**src/rtl/mar_pkg.sv**
```systemverilog
// Shared definitions for the memory address register burst engine:
// the FSM state type and the default widths used by mar_burst.
package mar_pkg;

  localparam int unsigned ADDR_W_DEF = 4;
  localparam int unsigned LEN_W_DEF  = 3;

  typedef enum logic {
    IDLE  = 1'b0,
    BURST = 1'b1
  } state_e;

endpackage : mar_pkg

```
**src/rtl/mar_burst.sv**
```systemverilog
// Memory address register with load/post-increment in IDLE and a
// ready/valid sequential burst engine that walks addresses in BURST.
module mar_burst
  import mar_pkg::*;
#(
  parameter int ADDR_W = ADDR_W_DEF,
  parameter int LEN_W  = LEN_W_DEF
) (
  input  logic              clk,
  input  logic              rst_n,
  input  logic              mar_in,
  input  logic              mar_inc,
  input  logic [ADDR_W-1:0] mar_bus,
  input  logic              burst_start,
  input  logic [LEN_W-1:0]  burst_len,
  input  logic              ram_ready,
  output logic [ADDR_W-1:0] mar_add,
  output logic              add_valid,
  output logic              busy,
  output logic              burst_done,
  output logic              wrap
);

  state_e              r_state;
  logic [ADDR_W-1:0]   r_addr;
  logic [LEN_W-1:0]    r_cnt;
  logic                r_done;
  logic                r_wrap;

  state_e              w_state_nxt;
  logic [ADDR_W-1:0]   w_addr_nxt;
  logic [LEN_W-1:0]    w_cnt_nxt;
  logic                w_done_nxt;
  logic                w_wrap_nxt;
  logic                w_inc;

  // NOTE: every signal assigned in this block gets a default first, so no
  // path leaves it unassigned and no latch is inferred.
  always_comb begin
    w_state_nxt = r_state;
    w_addr_nxt  = r_addr;
    w_cnt_nxt   = r_cnt;
    w_done_nxt  = 1'b0;
    w_inc       = 1'b0;

    unique case (r_state)
      IDLE: begin
        if (burst_start) begin
          // mar_in selects the burst base; mar_inc is ignored this cycle
          w_state_nxt = BURST;
          w_cnt_nxt   = burst_len;
          if (mar_in) w_addr_nxt = mar_bus;
        end else if (mar_in) begin
          w_addr_nxt = mar_bus;
        end else if (mar_inc) begin
          w_inc = 1'b1;
        end
      end
      BURST: begin
        if (ram_ready) begin
          w_inc = 1'b1;
          if (r_cnt == '0) begin
            w_state_nxt = IDLE;
            w_done_nxt  = 1'b1;
            w_cnt_nxt   = '0;
          end else begin
            w_cnt_nxt = r_cnt - LEN_W'(1);
          end
        end
      end
      default: w_state_nxt = IDLE;
    endcase

    if (w_inc) w_addr_nxt = r_addr + ADDR_W'(1);
    w_wrap_nxt = w_inc && (r_addr == '1);
  end

  // NOTE: state registers use non-blocking assignments so all of them
  // update together from the same pre-edge values.
  always_ff @(posedge clk or negedge rst_n) begin
    if (!rst_n) begin
      r_state <= IDLE;
      r_addr  <= '0;
      r_cnt   <= '0;
      r_done  <= 1'b0;
      r_wrap  <= 1'b0;
    end else begin
      r_state <= w_state_nxt;
      r_addr  <= w_addr_nxt;
      r_cnt   <= w_cnt_nxt;
      r_done  <= w_done_nxt;
      r_wrap  <= w_wrap_nxt;
    end
  end

  assign mar_add    = r_addr;
  assign add_valid  = (r_state == BURST);
  assign busy       = (r_state == BURST);
  assign burst_done = r_done;
  assign wrap       = r_wrap;

endmodule : mar_burst

```
**config.mk**
```make
export PLATFORM = sky130hd
export DESIGN_NAME = mar_burst
export DESIGN_NICKNAME = d
export VERILOG_FILES = /design/src/rtl/mar_pkg.sv /design/src/rtl/mar_burst.sv
export SDC_FILE = /design/constraint.sdc
export NUM_CORES = 1
export LEC_CHECK = 0
export BUFFER_PORTS_ARGS = -buffer_cell sky130_fd_sc_hd__clkbuf_2
export CAP_MARGIN = 10
export CORE_MARGIN = 4
export CORE_UTILIZATION = 42
export CTS_CLUSTER_SIZE = 14
export DETAILED_ROUTE_END_ITERATION = 12
export PLACE_DENSITY = 0.72
export SLEW_MARGIN = 25
export SYNTH_ARGS = -nofsm -noshare
export SYNTH_HDL_FRONTEND = slang
export SYNTH_SLANG_ARGS = --single-unit
```
**constraint.sdc**
```tcl
create_clock -name clk -period 1.29 [get_ports clk]
set_input_delay 0 -clock clk [delete_from_list [all_inputs] [get_ports clk]]
set_output_delay 0 -clock clk [all_outputs]
set_load 0.005 [all_outputs]
```
==> Yosys cells after proc, flatten, opt, wreduce, memory -nomap -nowiden <==
Index checks and enable logic that the tools add are counted.
{ "totals": {"regBits": 10} }
{ "op_classes": {"add_sub_neg": 2, "n_eq_ne": 4, "mux": 19, "n_bitwise": 1, "n_reduce_logical": 5} }
{ "op_table": {"columns": ["op", "n"], "rows": [
  ["$mux W4", 3],
  ["$mux W1", 10],
  ["$mux W3", 3],
  ["$pmux W3 S2", 1],
  ["$add A4 B1 Y4 const B", 1],
  ["$eq A4 B4 Y1 const B", 1],
  ["$ne A2 B2 Y1 const B", 2],
  ["$pmux W1 S2", 2],
  ["$reduce_and A2 Y1", 2],
  ["$logic_not A3 Y1", 1],
  ["$sub A3 B1 Y3 const B", 1],
  ["$ne A2 B1 Y1 const B", 1],
  ["$reduce_bool A2 Y1", 1],
  ["$logic_and A1 B1 Y1", 1],
  ["$not A1 Y1", 1]
]} }

==> Depth between registers and ports, before layout <==
Gate-level depths: netlist of the first run.
{ "logic_depth": {"depth_word": 6, "mapped_depth": 5, "depth_no_buf": 5} }

==> Least setup slack after synthesis of the first run <==
No wires, ideal clock.
{ "synth_path": {"path_type": "register -> register", "start": "register r_state, in the netlist add_valid", "end": "register r_addr[1], in the netlist mar_add[1]", "t_arrival_ps": 1260, "required_time_ps": 1167, "setup_slack_ps": -93, "stages_incl_launch_ff": 4, "path_buffers": 0, "cell_sequence": "dfrtp_1 -> or4b_4 -> a21o_1 -> o221a_2"} }
{ "synth_via": {"elab_chain_len": 4, "word_cells_on_any_way": 6, "classes_between": "eq/ne: 1; mux: 2; bitwise: 1; reduce/logical: 2"} }
{ "synth_lines": {"columns": ["element", "line", "source"], "rows": [
  ["start: declaration", "mar_burst.sv:24", "state_e r_state;"],
  ["start signal: assignment", "mar_burst.sv:88", "r_state <= w_state_nxt;"],
  ["$not A1 Y1", null, null],
  ["$pmux W1 S2", "mar_burst.sv:46", "unique case (r_state)"],
  ["$ne A2 B1 Y1 (no source line) or $reduce_bool A2 Y1 (tied branches)", null, null],
  ["$reduce_and A2 Y1 (no source line)", null, null],
  ["end signal: assignment", "mar_burst.sv:89", "r_addr <= w_addr_nxt;"],
  ["end: declaration", "mar_burst.sv:25", "logic [ADDR_W-1:0] r_addr;"]
]} }
Parallel ways exist; a longest one is shown, timed or not.
A chain may end at the register's enable or synchronous reset.

==> Worst setup path in the final report of the first run <==
Ends and elaborated chain as after synthesis.

==> flow_summary.toml, run 1 <==
[cells_and_area]
fill_cells = 121
final_nets = 101
synthToLayoutAreaGrowth_pct = 26.5
final_area_um2 = 764
drive_above_1_share_pct = 42.2
instances_no_fill = 98
antenna_cells = 0

[synth]
syn_area_um2 = 604
yosys-top-cells-area = "dfrtp_1, mux2i_1, ha_1"
ys.flop_type = "dfrtp_1"
synth_nets = 75
async_flop_share_pct = 100
netlist_instances = 59
avgSynthCellArea_um2 = 10.2
synth_top_area_cell = "dfrtp_1"
synth.distinct_cells = 26
ys_ff_latch = 10
synth_common_cells = "dfrtp_1, nor2_1, a211oi_1, a21oi_1, mux2i_1"
synth_warnings = 0
synth_edf_count = 0
yosysTopAreaCellShare_pct = 41.4
yosysSeqAreaShare_pct = 41.4
synth_most_common_cell = "dfrtp_1"

[placement]
dp_cells = 94
gp_congestion = 0.777
portBuffers = 20
place_area_um2 = 723
place_hpwl_mm = 1.02

[critical_path]
cp_data_arrival_time_ns = 1.45
worstPathRequired_ns = 1.43
endpoint_kind = "flop"
worst-setup-path-type = "reg -> reg"
setup.worst_path.start_class = "flop"
crit_fanout = 4

[routing]
drcViolationCount = 0
ant_nets = 0
drt-pass1-iter-count = 4
wl_per_cell_um = 13.0
viasPerCell = 5.55
num_vias = 544
wl_mm = 1.27
drt_iter0_markers = 6

[floorplan]
initial_core_util_pct = 45.3
die_area_um2 = 2110
die_x_um = 45.9
fp-row-count = 13
die_h_um = 45.9
core_um2 = 1330
ioPinCount = 21

[sta]
final-hold-violation-count = 0
setup_ws_ns = -0.0222
fin_crit_sh_pct = 102
maxSlewViolCount = 0
rsz0062_at_grt = "yes"
timing.hold.ws_ns = 0.00363
timing.fmax_ghz = 0.762
period_minus_slack_ns = 1.31
worstMarginPinSlew_ns = 0.274
skew_ns = 0.00887
setup_violations = 2
maxSlewHeadroom_pct = 81.4

[cts]
clock_latency_ns = 0.26
clock-sinks = 10
post_cts.repair.setup_buffers = 0
cts-root-buf = "clkbuf_4"
cts_tree = "yes"
path_clk_slew_ns = 0.07
cts_max_level = 1
clockBufferDepth = 2
cts_buffers = 3

[global_route]
antenna_found_initial = 0
grtUsageTotal_pct = 14.3
grt_pass1_wl_mm = 2.04
grt-ovfl-total = 0
grt_max_degree = 11
grt_pass1_vias = 502

[power_and_ir_drop]
p_per_area_nw_per_um2 = 2030
power_leakage_nw = 0.377
peakVddDrop_mv = 0.956

[min_path]
min_path_type = "in -> reg"

[run_status]
violations = "negative setup slack"
status = "finished with violations"

[job]
maxCapViolations = 0
[metal layers]
metal  global-route usage (%)  wire [um]  up-vias
met5                        0          0        -
met4                     11.4         26        0
met3                     5.53         80        4
met2                     22.5        643       16
met1                     14.7        520      258
li1                         -          -      266
[state kept, by name, indices dropped and copies added, names as in the netlist]
name and cells:
mar_add 4, r_cnt 3, add_valid 1, burst_done 1
wrap 1
[logic make-up after synthesis]
group	synth area share (%)
compound gates	19.0
fa+ha+maj	6.21
buf+inv	4.97
flops	41.4
mux	6.63
simple gates	21.7
[worst paths after layout]
| path | from | end | slack (ns) | cells past startpoint |
|---|---|---|---|---|
| max | add_valid$_DFF_PN0_ | mar_add[1]$_DFFE_PN0P_ | -0.02 | 3 |
| max in group asynchronous | rst_n | r_cnt[0]$_DFFE_PN0P_ | 0.94 | 2 |
| min reg2reg | mar_add[3]$_DFFE_PN0P_ | wrap$_DFF_PN0_ | 0.53 | 1 |
| min in group asynchronous | rst_n | mar_add[2]$_DFFE_PN0P_ | 0.14 | 2 |
| min | mar_bus[2] | mar_add[2]$_DFFE_PN0P_ | 0.004 | 3 |
| max reg2reg | add_valid$_DFF_PN0_ | mar_add[1]$_DFFE_PN0P_ | -0.02 | 3 |
[worst max-delay path, cell delays in order (launching register included)]
cell	delay (ns)
dfrtp_1	0.41
or4b_4	0.51
a21o_1	0.17
o221a_2	0.11
[report_power, final]
group	switching, W	internal [W]
combinational	0.000335	0.000396
clock	0.0000955	0.000107
sequential	0.000157	0.000458
[timing repair]
item | CTS | global route
hold endpoints to repair | 10 | 0
hold buffers | 1 | 0
gates cloned | 0 | 0
setup endpoints to repair | 3 | 5
gates resized for setup | 0 | 2
[final cells by class]
class | count | area [um2] | area share (%)
Inverter | 2 | 7.51 | 0.982
Multi-Input combinational cell | 44 | 333 | 43.5
Sequential cell | 10 | 250 | 32.7
Timing Repair Buffer | 24 | 133 | 17.3
Clock buffer | 3 | 22.5 | 2.95
Tap cell | 15 | 18.8 | 2.45
[cells in the final DEF (no fill, tap or decap)]
cell           instances
o221a_2                2
mux2i_1                4
nor4bb_1               1
a21boi_0               1
nand3_1                1
nand2b_1               2
nor2_1                 6
nand2_1                2
a21oi_2                1
and2b_2                3
a21oi_1                4
inv_1                  2
o21ai_0                2
clkbuf_4               3
nor2b_2                1
nor4b_1                1
a211oi_1               4
clkbuf_2              20
and3_1                 1
or4b_4                 1
dfrtp_1               10
dlygate4sd3_1          1
and2_1                 2
a21o_1                 1
o2111ai_2              1
ha_1                   3
buf_4                  3
[per-stage QoR]
step | setup TNS [ns] | setup WS, ns | total power [W] | utilization (%)
after floorplan | -0.0195 | -0.0195 | 0.00107 | -
after global placement | 0 | 0.0109 | 0.00130 | 54.2
after detailed placement | -0.0145 | -0.0145 | 0.00134 | 54.2
after CTS | -0.0394 | -0.0228 | 0.00155 | 56.7
after global routing | -0.252 | -0.0645 | 0.00169 | 57.3
final | -0.0367 | -0.0222 | 0.00155 | 57.3
(Power assumes the default switching activity.)
==> run 2, diff against run 1 <==
CORE_UTILIZATION = 45   (was 42)
CTS_BUF_LIST = sky130_fd_sc_hd__clkbuf_8   (was unset)
PLACE_DENSITY = 0.81   (was 0.72)
==> flow_summary.toml, run 2 (synthesis gave the netlist of run 1 again) <==
[run_status]
status = "finished with violations"
violations = "negative setup slack"

[critical_path]
reg2reg_slack_ns = -0.06
endpoint_kind = "flop"
critPathTopFamily = "simple AND/OR/NAND/NOR gates"
r2r_cells = 3
cp_data_arrival_time_ns = 1.47
setup.worst_path.start_class = "flop"
max_stage_delay_ns = 0.52
crit_fanout = 4
path_buf_inv = 0
critPathSlowestCell = "or4b_4"
path_cells = "or4b_4, a21o_1, o221a_2"
timing.rr.start = "add_valid$_DFF_PN0_"
rr_endpoint = "mar_add[1]$_DFFE_PN0P_"
worstPathRequired_ns = 1.42
worst-setup-path-type = "reg -> reg"

[placement]
place_area_um2 = 722
place_hpwl_mm = 1.05
gp_congestion = 0.754
dpl_worst_slack_ns = -0.0221
dp_cells = 93
portBuffers = 20

[power_and_ir_drop]
power_leakage_nw = 0.409
p_per_area_nw_per_um2 = 2280
peakVddDrop_mv = 1.43

[floorplan]
ioPinCount = 21
die_x_um = 44.6
die_area_um2 = 1990
die_h_um = 44.6
initial_core_util_pct = 50.9
fp-row-count = 12
core_um2 = 1190

[cells_and_area]
final_area_um2 = 831
instances_no_fill = 101
synthToLayoutAreaGrowth_pct = 37.5
drive_above_1_share_pct = 47.1
final_common_cell = "clkbuf_2"
fill_cells = 86
layout_common_cells = "clkbuf_2, dfrtp_1, nor2_1, buf_4"
largest_reg_flops = 4
antenna_cells = 0
final_nets = 104

[routing]
drt-pass1-iter-count = 4
wl_mm = 1.53
wl_per_cell_um = 15.1
ant_nets = 0
drt_iter0_markers = 27
num_vias = 559
drcViolationCount = 0
viasPerCell = 5.53

[cts]
clockBufferDepth = 2
cts_buffers = 3
path_clk_slew_ns = 0.05
clock_latency_ns = 0.24
clock-sinks = 10
cts_tree = "yes"
cts-root-buf = "clkbuf_8"
cts_max_level = 1

[sta]
setup_ws_ns = -0.0560
setup_violations = 4
rsz0062_at_grt = "yes"
maxSlewViolCount = 0
skew_ns = 0.00125
fin_crit_sh_pct = 104
worstMarginPinSlew_ns = 0.255
maxSlewHeadroom_pct = 83.0
timing.fmax_ghz = 0.743
final-hold-violation-count = 0
timing.hold.ws_ns = 0.0286
period_minus_slack_ns = 1.35

[global_route]
grt_max_degree = 13
antenna_found_initial = 0
grt_pass1_vias = 508
grtUsageTotal_pct = 16.6
grt_pass1_wl_mm = 2.31
grt-ovfl-total = 0

[min_path]
min_to = "r_cnt[1]$_DFFE_PN0P_"
min_path_type = "in -> reg"
holdPathStages = 3
hold_start = "burst_len[1]"

[job]
maxCapViolations = 0
-- run 2: repair_timing --
action	CTS	global route
resized for setup	1	5
gates cloned	0	0
setup endpoints to repair	5	7
hold buffers	1	0
pin swaps	1	3
hold endpoints to repair	10	0
setup buffers	0	3
-- run 2: worst max-delay path by stage --
stage | start | endpoint | slack, ns | cells after the start
5_1_grt | add_valid$_DFF_PN0_ | mar_add[0]$_DFFE_PN0P_ | -0.09 | 3
3_5_place_dp | add_valid$_DFF_PN0_ | mar_add[1]$_DFFE_PN0P_ | -0.02 | 3
6_report | add_valid$_DFF_PN0_ | mar_add[1]$_DFFE_PN0P_ | -0.06 | 3
2_1_floorplan | add_valid$_DFF_PN0_ | mar_add[1]$_DFFE_PN0P_ | -0.02 | 3
4_1_cts | add_valid$_DFF_PN0_ | mar_add[1]$_DFFE_PN0P_ | -0.02 | 3
3_3_place_gp | add_valid$_DFF_PN0_ | mar_add[1]$_DFFE_PN0P_ | 0.01 | 3
-- run 2: area by class of cell --
type                       count  area [um2]  area share (%)
multi-input combinational     44         342            41.1
sequential                    10         250            30.1
timing repair buffer          27         159            19.1
clock buffer                   4        55.1            6.63
tap                           14        17.5            2.11
inverter                       2        7.51           0.904
-- run 2: power by group --
group / switching (W) / total, W / internal [W]
Combinational: 0.000384 / 0.000851 / 0.000467
Sequential: 0.000172 / 0.000631 / 0.000459
Clock: 0.000140 / 0.000409 / 0.000270
-- run 2: metal layers --
| layer | routed length [um] | part of all wire [%] | GRT usage [%] | vias to the layer above |
|---|---|---|---|---|
| met5 | 0 | 0 | 0 | - |
| met4 | 17 | 1.1 | 7.23 | 0 |
| met3 | 112 | 7.3 | 4.88 | 4 |
| met2 | 770 | 50 | 26.9 | 24 |
| met1 | 628 | 41 | 20.0 | 263 |
| li1 | - | - | - | 268 |
-- run 2: through the flow --
stage	util (%)	setup TNS (ns)	power, W
5_1_grt	70.0	-0.307	0.00202
3_3_place_gp	60.9	0	0.00130
3_5_place_dp	60.9	-0.0230	0.00135
6_report	70.0	-0.140	0.00189
4_1_cts	66.9	-0.0386	0.00179
2_1_floorplan	-	-0.0195	0.00107
-- run 2: tightest hold or removal path, stage by stage --
cell      delay [ns]
clkbuf_2        0.08
a211oi_1        0.06
a21oi_1         0.09
==> run 3, diff against run 2 <==
PLACE_DENSITY = unset   (was 0.81)
PLACE_DENSITY_LB_ADDON = 0.15   (was unset)
==> flow_summary.toml, run 3 (synthesis gave the netlist of run 1 again) <==
[job]
maxCapViolations = 0

[floorplan]
die_h_um = 44.6
die_area_um2 = 1990
core_um2 = 1190
ioPinCount = 21
initial_core_util_pct = 50.9
fp-row-count = 12
die_x_um = 44.6

[sta]
timing.hold.ws_ns = 0.0352
setup_ws_ns = -0.0374
maxSlewViolCount = 0
rsz0062_at_grt = "yes"
worstMarginPinSlew_ns = 0.258
final-hold-violation-count = 0
setup_violations = 2
period_minus_slack_ns = 1.33
maxSlewHeadroom_pct = 82.6
fin_crit_sh_pct = 103
skew_ns = 0.00126
timing.fmax_ghz = 0.753

[routing]
wl_mm = 1.36
ant_nets = 0
wl_per_cell_um = 13.8
drt_iter0_markers = 6
viasPerCell = 5.48
drcViolationCount = 0
num_vias = 537
drt-pass1-iter-count = 3

[cells_and_area]
layout_common_cells = "clkbuf_2, dfrtp_1, nor2_1"
final_nets = 102
instances_no_fill = 98
fill_cells = 105
ff_latch_area_um2 = 250
final_common_cell = "clkbuf_2"
largest_reg_flops = 4
synthToLayoutAreaGrowth_pct = 31.9
multi_input_area_um2 = 340
antenna_cells = 0
drive_above_1_share_pct = 45.2

[placement]
dp_cells = 94
portBuffers = 20
place_hpwl_mm = 1.06
gp_congestion = 0.743

[critical_path]
path_cells = "or4b_4, a21o_1, o221a_2"
worst-setup-path-type = "reg -> reg"
cp_data_arrival_time_ns = 1.45
critPathSlowestCell = "or4b_4"
setup.worst_path.start_class = "flop"
max_stage_delay_ns = 0.52
crit_fanout = 4
worstPathRequired_ns = 1.41
endpoint_kind = "flop"

[cts]
cts-root-buf = "clkbuf_8"
clock-sinks = 10
cts_tree = "yes"
clockBufferDepth = 2
clock_latency_ns = 0.23
path_clk_slew_ns = 0.05
cts_max_level = 1
cts_buffers = 3

[run_status]
status = "finished with violations"
violations = "negative setup slack"

[power_and_ir_drop]
p_per_area_nw_per_um2 = 2120
power_leakage_nw = 0.395
peakVddDrop_mv = 1.02

[global_route]
grt_pass1_wl_mm = 2.13
grtUsageTotal_pct = 15.5
grt-ovfl-total = 0
grt_pass1_vias = 488
grt_max_degree = 11
antenna_found_initial = 0

[min_path]
min_path_type = "in -> reg"
-- run 3: cell types whose count changed in the layout (fill, tap and decap cells not counted), sizes merged --
cell | before | now
clkbuf | 24 | 23
buf | 6 | 4
-- run 3: area by class of cell --
cell class | count | area share, %
well taps | 14 | 2.20
inverters | 2 | 0.942
repair buffers | 25 | 17.6
flip-flops and latches | 10 | 31.4
multi-input cells | 44 | 42.7
clock buffers | 3 | 5.18
-- run 3: worst max-delay path, delay by kind of cell, from the launching register on --
family	cells	cell delay [ns]
AOI/OAI and AO/OA	2	0.29
DFF	1	0.40
and+or+nand+nor	1	0.52
-- run 3: through the flow --
| step | util [%] | TNS [ns] | setup slack, ns | instance area, um2 | power [W] |
|---|---|---|---|---|---|
| after floorplan | - | -0.0195 | -0.0195 | 604 | 0.00107 |
| after global placement | 61.5 | 0 | 0.00285 | 729 | 0.00131 |
| after detailed placement | 61.5 | -0.0451 | -0.0304 | 729 | 0.00134 |
| after CTS | 66.4 | -0.0235 | -0.0227 | 787 | 0.00168 |
| after global routing | 67.2 | -0.191 | -0.0578 | 797 | 0.00183 |
| final | 67.2 | -0.0382 | -0.0374 | 797 | 0.00169 |
-- run 3: where the power goes --
group | switching [W] | leakage, nW | total [W] | internal (W)
Combinational | 0.000347 | 0.255 | 0.000752 | 0.000405
Sequential | 0.000157 | 0.119 | 0.000617 | 0.000460
Clock | 0.000113 | 0.0216 | 0.000317 | 0.000204
Total | 0.000617 | 0.395 | 0.00169 | 0.00107
-- run 3: metal layers --
metal	part of all wire (%)	vias up	global-route usage (%)
met2	47	14	24.4
li1	-	268	-
met1	45	251	18.2
met3	5.8	4	5.28
met5	0	-	0
met4	2.0	0	9.04
-- run 3: timing repair --
item / 4_1_cts / 5_1_grt
hold endpoints to repair: 10 / 0
resized for setup: 1 / 3
setup buffers: 0 / 0
endpoints found under the setup margin: 2 / 5
hold buffers: 1 / 0
-- run 3: path summary, 6_finish.rpt --
kind	startpoint	slack, ns	end	depth (start not counted)
max	add_valid$_DFF_PN0_	-0.04	mar_add[1]$_DFFE_PN0P_	3
min	burst_len[2]	0.04	r_cnt[2]$_DFFE_PN0P_	3
max reg2reg	add_valid$_DFF_PN0_	-0.04	mar_add[1]$_DFFE_PN0P_	3
min reg2reg	mar_add[3]$_DFFE_PN0P_	0.55	wrap$_DFF_PN0_	1
max in group asynchronous	rst_n	0.91	mar_add[0]$_DFFE_PN0P_	2
min in group asynchronous	rst_n	0.18	mar_add[3]$_DFFE_PN0P_	2
